===== src/rtl/mul_share_arbiter_if.sv =====
// Requester-side and multiplier-side signals of the shared-multiplier arbiter.
// The master modport is the environment (requesters and multiplier); slave is the arbiter.
interface mul_share_arbiter_if #(
    parameter int NREQ = 4
);
    logic [NREQ-1:0]   req_valid;
    logic [8*NREQ-1:0] req_a;
    logic [8*NREQ-1:0] req_b;
    logic [NREQ-1:0]   req_ack;
    logic [NREQ-1:0]   rsp_valid;
    logic [15:0]       rsp_data;
    logic              rsp_err;
    logic              busy;
    logic              mul_reset;
    logic [7:0]        mul_a;
    logic [7:0]        mul_b;
    logic              mul_ready;
    logic [15:0]       mul_out;

    modport master (
        output req_valid, req_a, req_b, mul_ready, mul_out,
        input  req_ack, rsp_valid, rsp_data, rsp_err, busy, mul_reset, mul_a, mul_b
    );

    modport slave (
        input  req_valid, req_a, req_b, mul_ready, mul_out,
        output req_ack, rsp_valid, rsp_data, rsp_err, busy, mul_reset, mul_a, mul_b
    );
endinterface


===== src/rtl/mul_share_arbiter.sv =====
// Round-robin arbiter that time-shares one shift-add multiplier among NREQ requesters.
// state | meaning
// IDLE  | no operation in flight; arbitrate among req_valid
// ISSUE | pulse mul_reset and req_ack to the granted requester
// WAIT  | wait for mul_ready, abort after TIMEOUT cycles
// DONE  | pulse rsp_valid to the granted requester
module mul_share_arbiter #(
    parameter int NREQ    = 4,
    parameter int TIMEOUT = 16
) (
    input  logic               clk,
    input  logic               reset,
    mul_share_arbiter_if.slave bus
);
    localparam int IDW = $clog2(NREQ);

    typedef enum logic [1:0] {IDLE, ISSUE, WAIT, DONE} state_t;
    state_t state_q, state_d;

    logic [IDW-1:0]  rr_last;
    logic [IDW-1:0]  id_q;
    logic [IDW-1:0]  grant_id;
    logic            grant_vld;
    logic [IDW:0]    cand;
    logic [7:0]      wait_cnt;
    logic [7:0]      mul_a_q;
    logic [7:0]      mul_b_q;
    logic [15:0]     rsp_data_q;
    logic            rsp_err_q;
    logic            timeout_hit;
    logic [NREQ-1:0] req_ack_d;
    logic [NREQ-1:0] rsp_valid_d;
    logic            mul_reset_d;
    logic            busy_d;

    // wait_cnt is 0 in the first WAIT cycle, so this fires on WAIT cycle number TIMEOUT
    assign timeout_hit = (({1'b0, wait_cnt} + 9'd1) == 9'(TIMEOUT));

    always_ff @(posedge clk) begin
        if (reset) begin
            state_q <= IDLE;
        end else begin
            state_q <= state_d;
        end
    end

    always_comb begin
        state_d     = state_q;
        grant_vld   = 1'b0;
        grant_id    = '0;
        cand        = '0;
        req_ack_d   = '0;
        rsp_valid_d = '0;
        mul_reset_d = 1'b0;
        busy_d      = (state_q != IDLE);

        for (int i = 1; i <= NREQ; i++) begin
            cand = (IDW+1)'(rr_last) + (IDW+1)'(i);
            if (cand >= (IDW+1)'(NREQ)) begin
                cand = cand - (IDW+1)'(NREQ);
            end
            if (!grant_vld && bus.req_valid[cand[IDW-1:0]]) begin
                grant_vld = 1'b1;
                grant_id  = cand[IDW-1:0];
            end
        end

        case (state_q)
            IDLE: begin
                if (grant_vld) begin
                    state_d = ISSUE;
                end
            end
            ISSUE: begin
                mul_reset_d     = 1'b1;
                req_ack_d[id_q] = 1'b1;
                state_d         = WAIT;
            end
            WAIT: begin
                if (bus.mul_ready || timeout_hit) begin
                    state_d = DONE;
                end
            end
            DONE: begin
                rsp_valid_d[id_q] = 1'b1;
                state_d           = IDLE;
            end
            default: state_d = IDLE;
        endcase
    end

    always_ff @(posedge clk) begin
        if (reset) begin
            rr_last    <= IDW'(NREQ - 1);
            id_q       <= '0;
            mul_a_q    <= '0;
            mul_b_q    <= '0;
            wait_cnt   <= '0;
            rsp_data_q <= '0;
            rsp_err_q  <= 1'b0;
        end else begin
            case (state_q)
                IDLE: begin
                    if (grant_vld) begin
                        id_q    <= grant_id;
                        rr_last <= grant_id;
                        mul_a_q <= bus.req_a[{grant_id, 3'b000} +: 8];
                        mul_b_q <= bus.req_b[{grant_id, 3'b000} +: 8];
                    end
                end
                ISSUE: wait_cnt <= '0;
                WAIT: begin
                    wait_cnt <= wait_cnt + 8'd1;
                    // a ready in the same cycle as the timeout still wins
                    if (bus.mul_ready) begin
                        rsp_data_q <= bus.mul_out;
                        rsp_err_q  <= 1'b0;
                    end else if (timeout_hit) begin
                        rsp_data_q <= '0;
                        rsp_err_q  <= 1'b1;
                    end
                end
                default: ;
            endcase
        end
    end

    assign bus.req_ack   = req_ack_d;
    assign bus.rsp_valid = rsp_valid_d;
    assign bus.rsp_data  = rsp_data_q;
    assign bus.rsp_err   = rsp_err_q;
    assign bus.busy      = busy_d;
    assign bus.mul_reset = mul_reset_d;
    assign bus.mul_a     = mul_a_q;
    assign bus.mul_b     = mul_b_q;

    a_onehot_pulses: assert property (@(posedge clk) disable iff (reset)
        $onehot0({req_ack_d, rsp_valid_d}))
        else $error("req_ack/rsp_valid not one-hot-or-zero");
endmodule


===== src/flat_wrapper.sv =====
// flat-port wrapper written by rule: the top's interface ports become plain ports
module mul_share_arbiter_flat 
#(
    parameter int NREQ    = 4,
    parameter int TIMEOUT = 16
)
  (clk, reset, bus_req_valid, bus_req_a, bus_req_b, bus_mul_ready, bus_mul_out, bus_req_ack, bus_rsp_valid, bus_rsp_data, bus_rsp_err, bus_busy, bus_mul_reset, bus_mul_a, bus_mul_b);
  mul_share_arbiter_if #(.NREQ(NREQ)) bus_i ();
  input  logic clk;
  input  logic reset;
  input wire logic [$bits(bus_i.req_valid)-1:0] bus_req_valid;
  input wire logic [$bits(bus_i.req_a)-1:0] bus_req_a;
  input wire logic [$bits(bus_i.req_b)-1:0] bus_req_b;
  input wire logic [$bits(bus_i.mul_ready)-1:0] bus_mul_ready;
  input wire logic [$bits(bus_i.mul_out)-1:0] bus_mul_out;
  output wire logic [$bits(bus_i.req_ack)-1:0] bus_req_ack;
  output wire logic [$bits(bus_i.rsp_valid)-1:0] bus_rsp_valid;
  output wire logic [$bits(bus_i.rsp_data)-1:0] bus_rsp_data;
  output wire logic [$bits(bus_i.rsp_err)-1:0] bus_rsp_err;
  output wire logic [$bits(bus_i.busy)-1:0] bus_busy;
  output wire logic [$bits(bus_i.mul_reset)-1:0] bus_mul_reset;
  output wire logic [$bits(bus_i.mul_a)-1:0] bus_mul_a;
  output wire logic [$bits(bus_i.mul_b)-1:0] bus_mul_b;
  assign bus_i.req_valid = bus_req_valid;
  assign bus_i.req_a = bus_req_a;
  assign bus_i.req_b = bus_req_b;
  assign bus_i.mul_ready = bus_mul_ready;
  assign bus_i.mul_out = bus_mul_out;
  assign bus_req_ack = bus_i.req_ack;
  assign bus_rsp_valid = bus_i.rsp_valid;
  assign bus_rsp_data = bus_i.rsp_data;
  assign bus_rsp_err = bus_i.rsp_err;
  assign bus_busy = bus_i.busy;
  assign bus_mul_reset = bus_i.mul_reset;
  assign bus_mul_a = bus_i.mul_a;
  assign bus_mul_b = bus_i.mul_b;
  mul_share_arbiter #(.NREQ(NREQ), .TIMEOUT(TIMEOUT)) u_core (.clk(clk), .reset(reset), .bus(bus_i));
endmodule

===== config.mk =====
export PLATFORM = sky130hd
export DESIGN_NAME = mul_share_arbiter_flat
export DESIGN_NICKNAME = d
export VERILOG_FILES = /design/src/rtl/mul_share_arbiter_if.sv /design/src/rtl/mul_share_arbiter.sv /design/src/flat_wrapper.sv
export SDC_FILE = /design/constraint.sdc
export NUM_CORES = 1
export LEC_CHECK = 0
export CAP_MARGIN = 25
export CORE_UTILIZATION = 43
export CTS_CLUSTER_SIZE = 8
export DETAILED_ROUTE_END_ITERATION = 16
export PLACE_DENSITY = 0.86
export SYNTH_ARGS = -nofsm -noshare
export SYNTH_HDL_FRONTEND = slang
export SYNTH_SLANG_ARGS = --single-unit

===== constraint.sdc =====
create_clock -name clk -period 4.45 [get_ports clk]
set_input_delay 0.445 -clock clk [delete_from_list [all_inputs] [get_ports clk]]
set_output_delay 0.445 -clock clk [all_outputs]
set_load 0.01 [all_outputs]

## Word level (Yosys, flattened, before mapping)

Index checks and enable logic that the tools add are counted.

- Output and inout port bits: 43
- Word-level logic and storage cells: 84
- Register bits: 47

- Mux-type cells: 33
- Eq/ne operators: 6
- Reduce and logical (&&, ||, !) cells: 15
- Shift operators: 2
- Add/sub/neg operators: 10
- Magnitude comparators: 10

Operators by type and width:

| operator | number |
|---|---|
| 32-bit by 6-bit indexed part select with 8-bit output | 2 |
| 16-bit two-way mux | 2 |
| 2-bit two-way mux | 10 |
| 8-bit case mux with 2 select lines | 1 |
| 2-bit by 3-bit less-than comparator with 1-bit output, second input constant | 5 |
| 3-bit >= comparator, second input constant | 4 |
| 1-bit two-way mux | 12 |
| 8-bit by 1-bit adder with 9-bit output, second input constant | 1 |
| 9-bit by 5-bit equality test with 1-bit output, second input constant | 1 |
| 8-bit by 1-bit adder with 8-bit output, second input constant | 1 |
| 1-bit binary-select mux with 2-bit select | 4 |
| 4-bit two-way mux | 2 |
| 2-bit case mux with 4 select lines | 1 |
| 2-bit by 1-bit subtractor with 2-bit output, second input constant | 4 |
| 2-bit by 2-bit adder with 3-bit output, second input constant | 2 |
| 2-bit AND reduction | 3 |
| 2-bit nonzero test | 3 |
| 2-bit equality test, second input constant | 2 |
| 1-bit logical AND | 4 |
| 2-bit by 1-bit inequality test with 1-bit output, second input constant | 2 |
| 2-bit by 1-bit adder with 3-bit output, second input constant | 1 |
| 2-bit by 3-bit adder with 3-bit output, second input constant | 1 |
| 1-bit zero test | 3 |
| 1-bit demux with 2-bit select | 1 |
| other kinds (4) | 4 |

## Depth between registers and ports, before layout

Gate-level depths: netlist of run 1.

- Depth in word-level cells: 17
- Mapped depth: 8
- Depth with buffers taken out: 7

## Worst setup path before layout of run 1

Ideal clock, no wire load.

- Path type: in2reg
- Start point: input port bus_req_valid[1]
- End point: register u_core.mul_a_q[5] (netlist: u_core.bus.mul_a[5])
- Arrival: 1.657 ns
- Buffers on the path: 2
- Setup time: 0.133 ns
- Path slack: 2.659 ns
- Cell stages on the path: 7
- Cell sequence: nor4_2 > nand2b_1 > nor2_1 > nand2b_1 > clkbuf_1 > buf_2 > o221ai_1

- Longest elaborated chain between the ends: 13

Ends and longest elaborated chain:

| item | RTL line | source |
|---|---|---|
| start: declaration | flat_wrapper.sv:11 | `input wire logic [$bits(bus_i.req_valid)-1:0] bus_req_valid;` |
| 1-bit binary-select mux with 2-bit select | mul_share_arbiter.sv:62 | `if (!grant_vld && bus.req_valid[cand[IDW-1:0]]) begin` |
| 1-bit two-way mux (not written as such) | mul_share_arbiter.sv:62 |  |
| 1-bit two-way mux | mul_share_arbiter.sv:62 |  |
| 1-bit zero test | mul_share_arbiter.sv:62 |  |
| 1-bit logical AND | mul_share_arbiter.sv:62 |  |
| 1-bit two-way mux | mul_share_arbiter.sv:62 |  |
| 1-bit zero test | mul_share_arbiter.sv:62 |  |
| 1-bit logical AND | mul_share_arbiter.sv:62 |  |
| 1-bit two-way mux | mul_share_arbiter.sv:62 |  |
| 1-bit zero test | mul_share_arbiter.sv:62 |  |
| 1-bit logical AND | mul_share_arbiter.sv:62 |  |
| 2-bit two-way mux or 1-bit two-way mux (tied branches) | mul_share_arbiter.sv:62 |  |
| 32-bit by 6-bit indexed part select with 8-bit output or 2-bit AND reduction (tied branches) | - |  |
| end signal: assignment | mul_share_arbiter.sv:107 | `mul_a_q <= bus.req_a[{grant_id, 3'b000} +: 8];` |
| end: declaration | mul_share_arbiter.sv:26 | `logic [7:0] mul_a_q;` |

Parallel ways exist; a longest one is shown, timed or not. The select of a mux whose other input is x is not followed.
A chain may end at the register's enable or synchronous reset.

## Worst setup path after layout of run 1

- Start point: input port bus_req_valid[1]
- End point: register u_core.mul_b_q[6] (netlist: u_core.bus.mul_b[6])

- Longest elaborated chain between the ends: 13

Ends and longest elaborated chain:

| item | RTL line | source |
|---|---|---|
| 1-bit binary-select mux with 2-bit select | mul_share_arbiter.sv:62 |  |
| 1-bit two-way mux (not written as such) | mul_share_arbiter.sv:62 |  |
| 1-bit two-way mux | mul_share_arbiter.sv:62 |  |
| 1-bit zero test | mul_share_arbiter.sv:62 |  |
| 1-bit logical AND | mul_share_arbiter.sv:62 |  |
| 1-bit two-way mux | mul_share_arbiter.sv:62 |  |
| 1-bit zero test | mul_share_arbiter.sv:62 |  |
| 1-bit logical AND | mul_share_arbiter.sv:62 |  |
| 1-bit two-way mux | mul_share_arbiter.sv:62 |  |
| 1-bit zero test | mul_share_arbiter.sv:62 |  |
| 1-bit logical AND | mul_share_arbiter.sv:62 |  |
| 2-bit two-way mux or 1-bit two-way mux (tied branches) | mul_share_arbiter.sv:62 |  |
| 32-bit by 6-bit indexed part select with 8-bit output or 2-bit AND reduction (tied branches) | - |  |
| end signal: assignment | mul_share_arbiter.sv:108 | `mul_b_q <= bus.req_b[{grant_id, 3'b000} +: 8];` |
| end: declaration | mul_share_arbiter.sv:27 | `logic [7:0] mul_b_q;` |

Parallel ways exist; a longest one is shown, timed or not. The select of a mux whose other input is x is not followed.

==> metrics list, run 1 <==
- The flow ran to the end, and the final reports show no timing, DRC or antenna violations.
- Data on the critical path arrives at its endpoint at 2.53 ns.
- Number of input and output port buffers inserted: 129
- At the later pin of the worst-skew pair, clock insertion delay measures 0.31 ns.
* Final count of negative-setup-slack endpoints: 0
* DR iter-0 viols: 160
- TritonCTS clock tree: done
* Via count of the first global-routing pass: 2,453
- The number of antenna violations at the first check in global routing is 0.
* Clock Power Share: 15.6%
- In this run the remaining antenna-violating nets after routing total 0.
- Of the cells placed in the final design, the portion with a size suffix greater than 1 is 5.08%.
- Total Power Consumption: 1780 uW
- Counting flops with a built-in enable in the synthesized netlist gives 0.
- Across the run, the number of max-cap violations was 0.
- Setup WS post-layout: 2.07 ns
- Total routed wirelength: 7780 um
- The max-slew violation count came to 0.
- Required time worst endpoint: 4.60 ns
* Share of the core filled with cells in the final layout: 70.8%
- The number of antenna diodes in the final layout is 0.
- Most frequently used flop master after synthesis: dfxtp_1
* Highest fanout seen on the critical path: 16
- Sequential elements use 37.1% of the synthesized area.
* Library cell used as clock root buffer: clkbuf_8
- CP dominant cell by count: nand2b_1
- Final cell area excluding filler cells: 3970 um^2
- After detailed placement, the total cell area comes to 3860 um^2.
- After legalization and detailed placement, the total HPWL measured 5780 um.
- At the placement stage, the worst setup path has a slack of 1.51 ns.
- From synthesis to final layout, the design area changed by 56.7%.
* Transition time at the pin with the least slew margin: 0.688 ns
- Cell family contributing the most delay on the critical path: simple AND/OR/NAND/NOR gates
* Share of power burned in combinational logic: 50.2%
- Share of synthesized registers carrying an async set or reset: 0%
- In the final routed layout, each cell accounts on average for 16.0 um.
- Setup repair after global routing left no endpoint under its margin.
- The synthesized design contains 47 register bits.
* Remaining DRCs: 0
- Synthesis handed over a netlist of 291 instances.
- Count of buffer and inverter cells on the critical path: 1
- Counting buffers and inverters, the worst setup path is 6 cells deep.
- Sequential share of power: 34.2%
* CP startpoint kind: input port
- Adding up every negative setup slack in the final design gives 0 ns.
- Total die area: 6200 um^2
- The slowest stage of the critical path is the nor4_2 cell.
- For this design, the sink count on the clock tree is 47.
* Most common library cells after synthesis: 47 x dfxtp_1, 45 x nand2_1, 34 x mux2i_1
- Final nets: 506
- The critical path is of the in -> reg type.
- The final hold violation count is 0.
- Standard-cell rows: 27
- Entering global routing, the biggest net connects 28 pins.
- Pin placement for this block handled 130 I/O pins.
- Post-CTS repair changed the size of 0 cells.
- In this run switching power makes up 38.2% of total power.
* Effective utilization at floorplan: 45.2%
- Most frequent cell after synthesis: dfxtp_1
- Routability-driven placement finished with a final weighted congestion of 0.801.
* Cell area after synthesis: 2530 um^2
- Along the worst hold path, the cell count comes to 2.
* Via-per-instance ratio: 5.38
* Yosys top cell by area: dfxtp_1
* Worst voltage drop across the vdd grid: 330 uV
* Inserted Clock Buffers: 5
- Minimum period implied by the final worst setup slack: 2.38 ns
- The total overflow left after global routing is 0.
- By area the synthesized netlist is led by dfxtp_1 37%, mux2i_1 13%, nand2_1 6.7%.
* Total global-route track usage: 24.4%
- Switching power: 679 uW
- On the final layout, the worst clock skew is 0.00798 ns.
* Power density cells: 448 nW/um^2
* Synthesized area per cell: 8.71 um^2
- In this run the tightest slew margin relative to its limit is 54.1%.
- Synthesis produced a netlist with a net count of 385.
- Length in cells of the worst reg-to-reg path: 7
- The region available for standard cell placement spans 5610 um^2.
- Max Freq: 0.421 GHz
* Die span in x: 78.8 um
- No sink is reached through more buffers than the 2 on the longest clock path.
- In this run the worst hold path is classified as reg -> reg.
- For this design, the CTS-stage hold fixing added 0 buffers.
- The Yosys step of the flow raised 0 warnings.
* Number of search-and-repair iterations in the first detailed-routing pass: 6
* Slowest stage delay, CP: 0.52 ns
- CP Cell Sequence: clkdlybuf4s50_1 -> nor4_2 -> nand2b_1 -> nor2_1 -> nand2b_1 -> o221ai_1
- H-tree lvl count: 2
* Clock-pin slew on the worst setup and hold paths: 0.09 ns
* Leakage power figure: 0.00150 uW
- Internal Power: 1100 uW
* Setup repair bufs after CTS: 0
- The worst setup path is captured at a flip-flop.
- The detailed router placed 2,611 vias in this run.
* Height of the die: 78.8 um
- Period utilization: 53.4%
- The first global-routing pass estimated 11,800 um of wire.
- Library cells used by synthesis: 46
- After synthesis, the largest area contributor takes up 37.1% of total cell area.
==> cells by family (layout without fill, tap and decap cells) <==
logic type | Yosys count | in the layout | share of synthesized area (%)
simple gates | 95 | 95 | 19.0
compound gates | 79 | 79 | 21.2
flops | 47 | 47 | 37.1
mux | 35 | 35 | 13.9
buf+inv | 26 | 148 | 4.69
fa+ha+maj | 7 | 7 | 3.46
xor+xnor | 2 | 2 | 0.691
==> stage by stage <==
| stage | hold slack (ns) | instances |
|---|---|---|
| final | 0.473 | 485 |
| after global routing | 0.507 | 485 |
| after CTS | 0.473 | 484 |
| after detailed placement | 0.452 | 476 |
| after global placement | 0.444 | 475 |
| after floorplan | 0.481 | 291 |
==> path summary, 6_finish.rpt <==
check,startpoint,end,slack [ns]
worst max register to register,u_core.state_q[0],u_core.state_q[1],2.24
worst max-delay path,bus_req_valid[1],u_core.bus.mul_b[6],2.07
worst min register to register,u_core.bus.mul_a[1],u_core.bus.mul_a[1],0.47
worst min-delay path,u_core.bus.mul_a[1],u_core.bus.mul_a[1],0.47
==> cell type report <==
type / count / area, um^2
fillers: 453 / 1640
repair buffers: 133 / 1340
multi-input cells: 218 / 1480
well taps: 72 / 90.1
inverters: 7 / 26.3
clock inverters: 3 / 26.3
flip-flops and latches: 47 / 941
clock buffers: 5 / 68.8
==> power by group through the flow <==
stage	clock network, uW	registers (uW)	logic [uW]
floorplan	0	632	465
detailed placement	0	612	871
global placement	0	610	844
global route	297	623	961
CTS	281	605	877
finish	277	607	893
==> worst register-to-register path, cell delays in order, from the launching register on <==
cell,delay [ns]
dfxtp_1,0.39
inv_1,0.10
ha_1,0.35
inv_1,0.51
nor2_1,0.16
a21boi_0,0.17
a221oi_2,0.26
mux2i_1,0.22
==> flip-flops by register name (all words and copies together), names as in the netlist <==
| register | flops |
|---|---|
| u_core.rr_last | 2 |
| u_core.id_q | 2 |
| u_core.wait_cnt | 8 |
| u_core.bus.mul_b | 8 |
| u_core.bus.rsp_err | 1 |
| u_core.bus.rsp_data | 16 |
| u_core.state_q | 2 |
| u_core.bus.mul_a | 8 |
==> placed cells by master (no fill, tap or decap), types with 2 or more instances in the layout <==
cell type,Yosys,final
a21oi_1,25,25
a2bb2oi_1,2,2
and3_1,2,2
and3b_1,4,4
buf_4,1,2
clkbuf_8,0,5
clkdlybuf4s50_1,0,129
dfxtp_1,47,47
ha_1,7,7
inv_1,7,7
inv_6,0,2
mux2i_1,34,34
nand2_1,45,45
nand2b_1,7,7
nand3_1,4,4
nor2_1,17,17
nor3_1,3,3
nor3b_1,3,3
nor4_1,3,3
o21ai_0,6,6
o21ai_1,15,15
o221ai_1,16,16
==> metal layers <==
metal | GRT usage (%) | wire [um]
met5 | 0 | 0
met4 | 10.2 | 208
met3 | 3.79 | 366
met2 | 42.3 | 3950
met1 | 29.9 | 3250
(Power assumes the default switching activity.)
==> run 2: changes to the inputs <==
--- a/config.mk
+++ b/config.mk
@@ -6,10 +6,10 @@
 export NUM_CORES = 1
 export LEC_CHECK = 0
 export CAP_MARGIN = 25
-export CORE_UTILIZATION = 43
+export CORE_UTILIZATION = 36
 export CTS_CLUSTER_SIZE = 8
 export DETAILED_ROUTE_END_ITERATION = 16
-export PLACE_DENSITY = 0.86
+export PLACE_DENSITY = 0.77
 export SYNTH_ARGS = -nofsm -noshare
 export SYNTH_HDL_FRONTEND = slang
 export SYNTH_SLANG_ARGS = --single-unit
==> constraint.sdc (replaced) <==
create_clock -name clk -period 2.1 [get_ports clk]
set_input_delay 0.21 -clock clk [delete_from_list [all_inputs] [get_ports clk]]
set_output_delay 0.21 -clock clk [all_outputs]
set_load 0.01 [all_outputs]
==> run 2 against run 1 <==
Register-to-register slack got worse by 2.0 ns. Critical endpoint is now bus_req_ack[0]. Non-clock buffer count rose by 9. Worst setup slack got worse by 1.9 ns. Core utilization fell by 10 points.
==> metrics list, run 2 (same netlist as run 1, synthesis figures left out) <==
- Via-per-instance ratio: 5.01
- Antenna-violating nets left: 0
- IR analysis of the VDD net gives a maximum drop of 426 uV.
- Worst slew slack as a fraction of its limit: 64.5%
- The clock drives 47 sinks.
- Leakage power figure: 0.00157 uW
* Minimum period implied by the final worst setup slack: 1.92 ns
- Period utilization: 91.5%
- Share of the core filled with cells in the final layout: 60.8%
- Final cell area excluding filler cells: 4130 um^2
* Non-Filler Instances: 518
- Transition time at the pin with the least slew margin: 0.530 ns
* Avg WL per Cell: 14.8 um
- Type of the most critical hold path: in -> reg
- Once the clock tree was built, the resizer swapped 0 gates to a different size.
- Clock skew on the completed layout was measured at 0.0158 ns.
- Largest net degree at the start of global routing: 22
- The total overflow left after global routing is 0.
- Slowest stage delay, CP: 0.56 ns
- The library cell used most frequently in the layout, excluding fill and tap cells, is clkdlybuf4s50_1.
- After detailed placement, the total cell area comes to 4010 um^2.
* Setup total negative slack: 0 ns
- In this run the power density over the cells is 953 nW/um^2.
- Number of input and output port buffers inserted: 129
* Count of final max-slew check failures: 0
- Clock-pin slew on the worst setup and hold paths: 0.10 ns
* CP Cell Sequence: inv_1 -> ha_2 -> nor3b_1 -> clkdlybuf4s50_1
- The initialized floorplan defines 30 standard-cell rows.
* Final count of negative-setup-slack endpoints: 0
* Total global-route track usage: 20.9%
- Highest-delay cell along the critical path: clkdlybuf4s50_1
* Height of the die: 85.9 um
- Post-CTS timing repair inserted 0 buffers for setup.
- Library cell used as clock root buffer: clkbuf_8
- Crit Path Class: reg -> out
- Number of flip-flops in the largest register: 16
- Number of search-and-repair iterations in the first detailed-routing pass: 4
- The run finished with clean final reports.
- Routability-driven placement finished with a final weighted congestion of 0.828.
* Kind of capture point of the worst setup path: output pin
- The area growth from synthesis to layout is 63.1%.
- The floorplan step defined a die boundary enclosing 7380 um^2.
* Count of buffer and inverter cells on the critical path: 2
- Commonest cells after routing, fill and taps aside: 129 x clkdlybuf4s50_1, 47 x dfxtp_1, 45 x nand2_1
- CP startpoint kind: flip-flop
- DR iter-0 viols: 86
- The core region is 6790 um^2.
- For the worst-skew pair, the clock arrives at the later sink with an insertion delay of 0.31 ns.
- Setup repair after global routing left no endpoint under its margin.
* Total routed wirelength: 7670 um
* Number of diodes: 0
* Max-capacitance violation count: 0
- Measured along the x axis, the die boundary spans 85.9 um.
* Cell family contributing the most delay on the critical path: buffers and inverters
- The number of antenna violations at the first check in global routing was 0.
* DP HPWL: 6000 um
- Of all nets on the critical path, the largest fanout is 5.
- The initial utilization of the core area, before any placement, comes to 37.3%.
* Share of final-layout standard cells stronger than drive strength 1: 7.58%
- Static timing analysis puts the maximum clock frequency at 0.520 GHz.
- Number of hold violations in the final report: 0
* Final nets: 515
* Required time worst endpoint: 1.89 ns
- TritonCTS built the clock tree.
- Hold buffers post-CTS: 0
* Global-route wire length before repair: 12,100 um
- For this run, design rule violations remaining after detail routing come to 0.
- The clock passes through at most 2 buffers.
* Via count of the first global-routing pass: 2,487
- Overall via count from detail_route: 2,596
- CTS built an H-tree with a depth of 2.
* Inserted Clock Buffers: 5
- 130 I/O pins were placed.
* Number of placed cells counting well taps: 510
- Data on the critical path arrives at its endpoint at 1.71 ns.
## run 2: power by group
group          internal, uW  switching (uW)
clock network           359             334
registers              1110             163
logic                  1060             903
total                  2540            1400
## run 2: tightest hold or removal path, cell delays in order
cell and delay [ns]:
clkdlybuf4s50_1 0.39, nand2_1 0.06, a21oi_1 0.05
## run 2: final cells by class
class	count	area, um^2
Inverter	7	26.3
Sequential cell	47	941
Tap cell	96	120
Fill cell	593	2660
Timing Repair Buffer	142	1440
Multi-Input combinational cell	218	1490
Clock inverter	3	46.3
Clock buffer	5	68.8
## run 2: path summary, 6_finish.rpt
path                                              from                     end  slack, ns  cells after the start
worst max-delay path                 u_core.state_q[1]          bus_req_ack[0]       0.18                      4
worst min-delay path                    bus_mul_out[1]  u_core.bus.rsp_data[1]       0.44                      3
worst max register to register      u_core.wait_cnt[2]  u_core.bus.rsp_data[1]       0.21                      5
worst min register to register  u_core.bus.rsp_data[7]  u_core.bus.rsp_data[7]       0.47                      2
## run 2: stage by stage
step | worst slack (ns) | hold slack [ns] | power (uW)
after floorplan | 0.371 | 0.346 | 2320
after global placement | 0.201 | 0.442 | 3220
after detailed placement | 0.147 | 0.447 | 3270
after CTS | 0.140 | 0.436 | 3960
after global routing | 0.0216 | 0.452 | 4190
final | 0.178 | 0.439 | 3940
## run 2: per-layer routing
metal	global-route usage (%)	up-vias	part of all wire, %
met5	0	-	0
met3	4.81	6	4.3
met2	34.4	65	49
met4	5.91	0	1.2
met1	27.3	1208	45
li1	-	1317	-
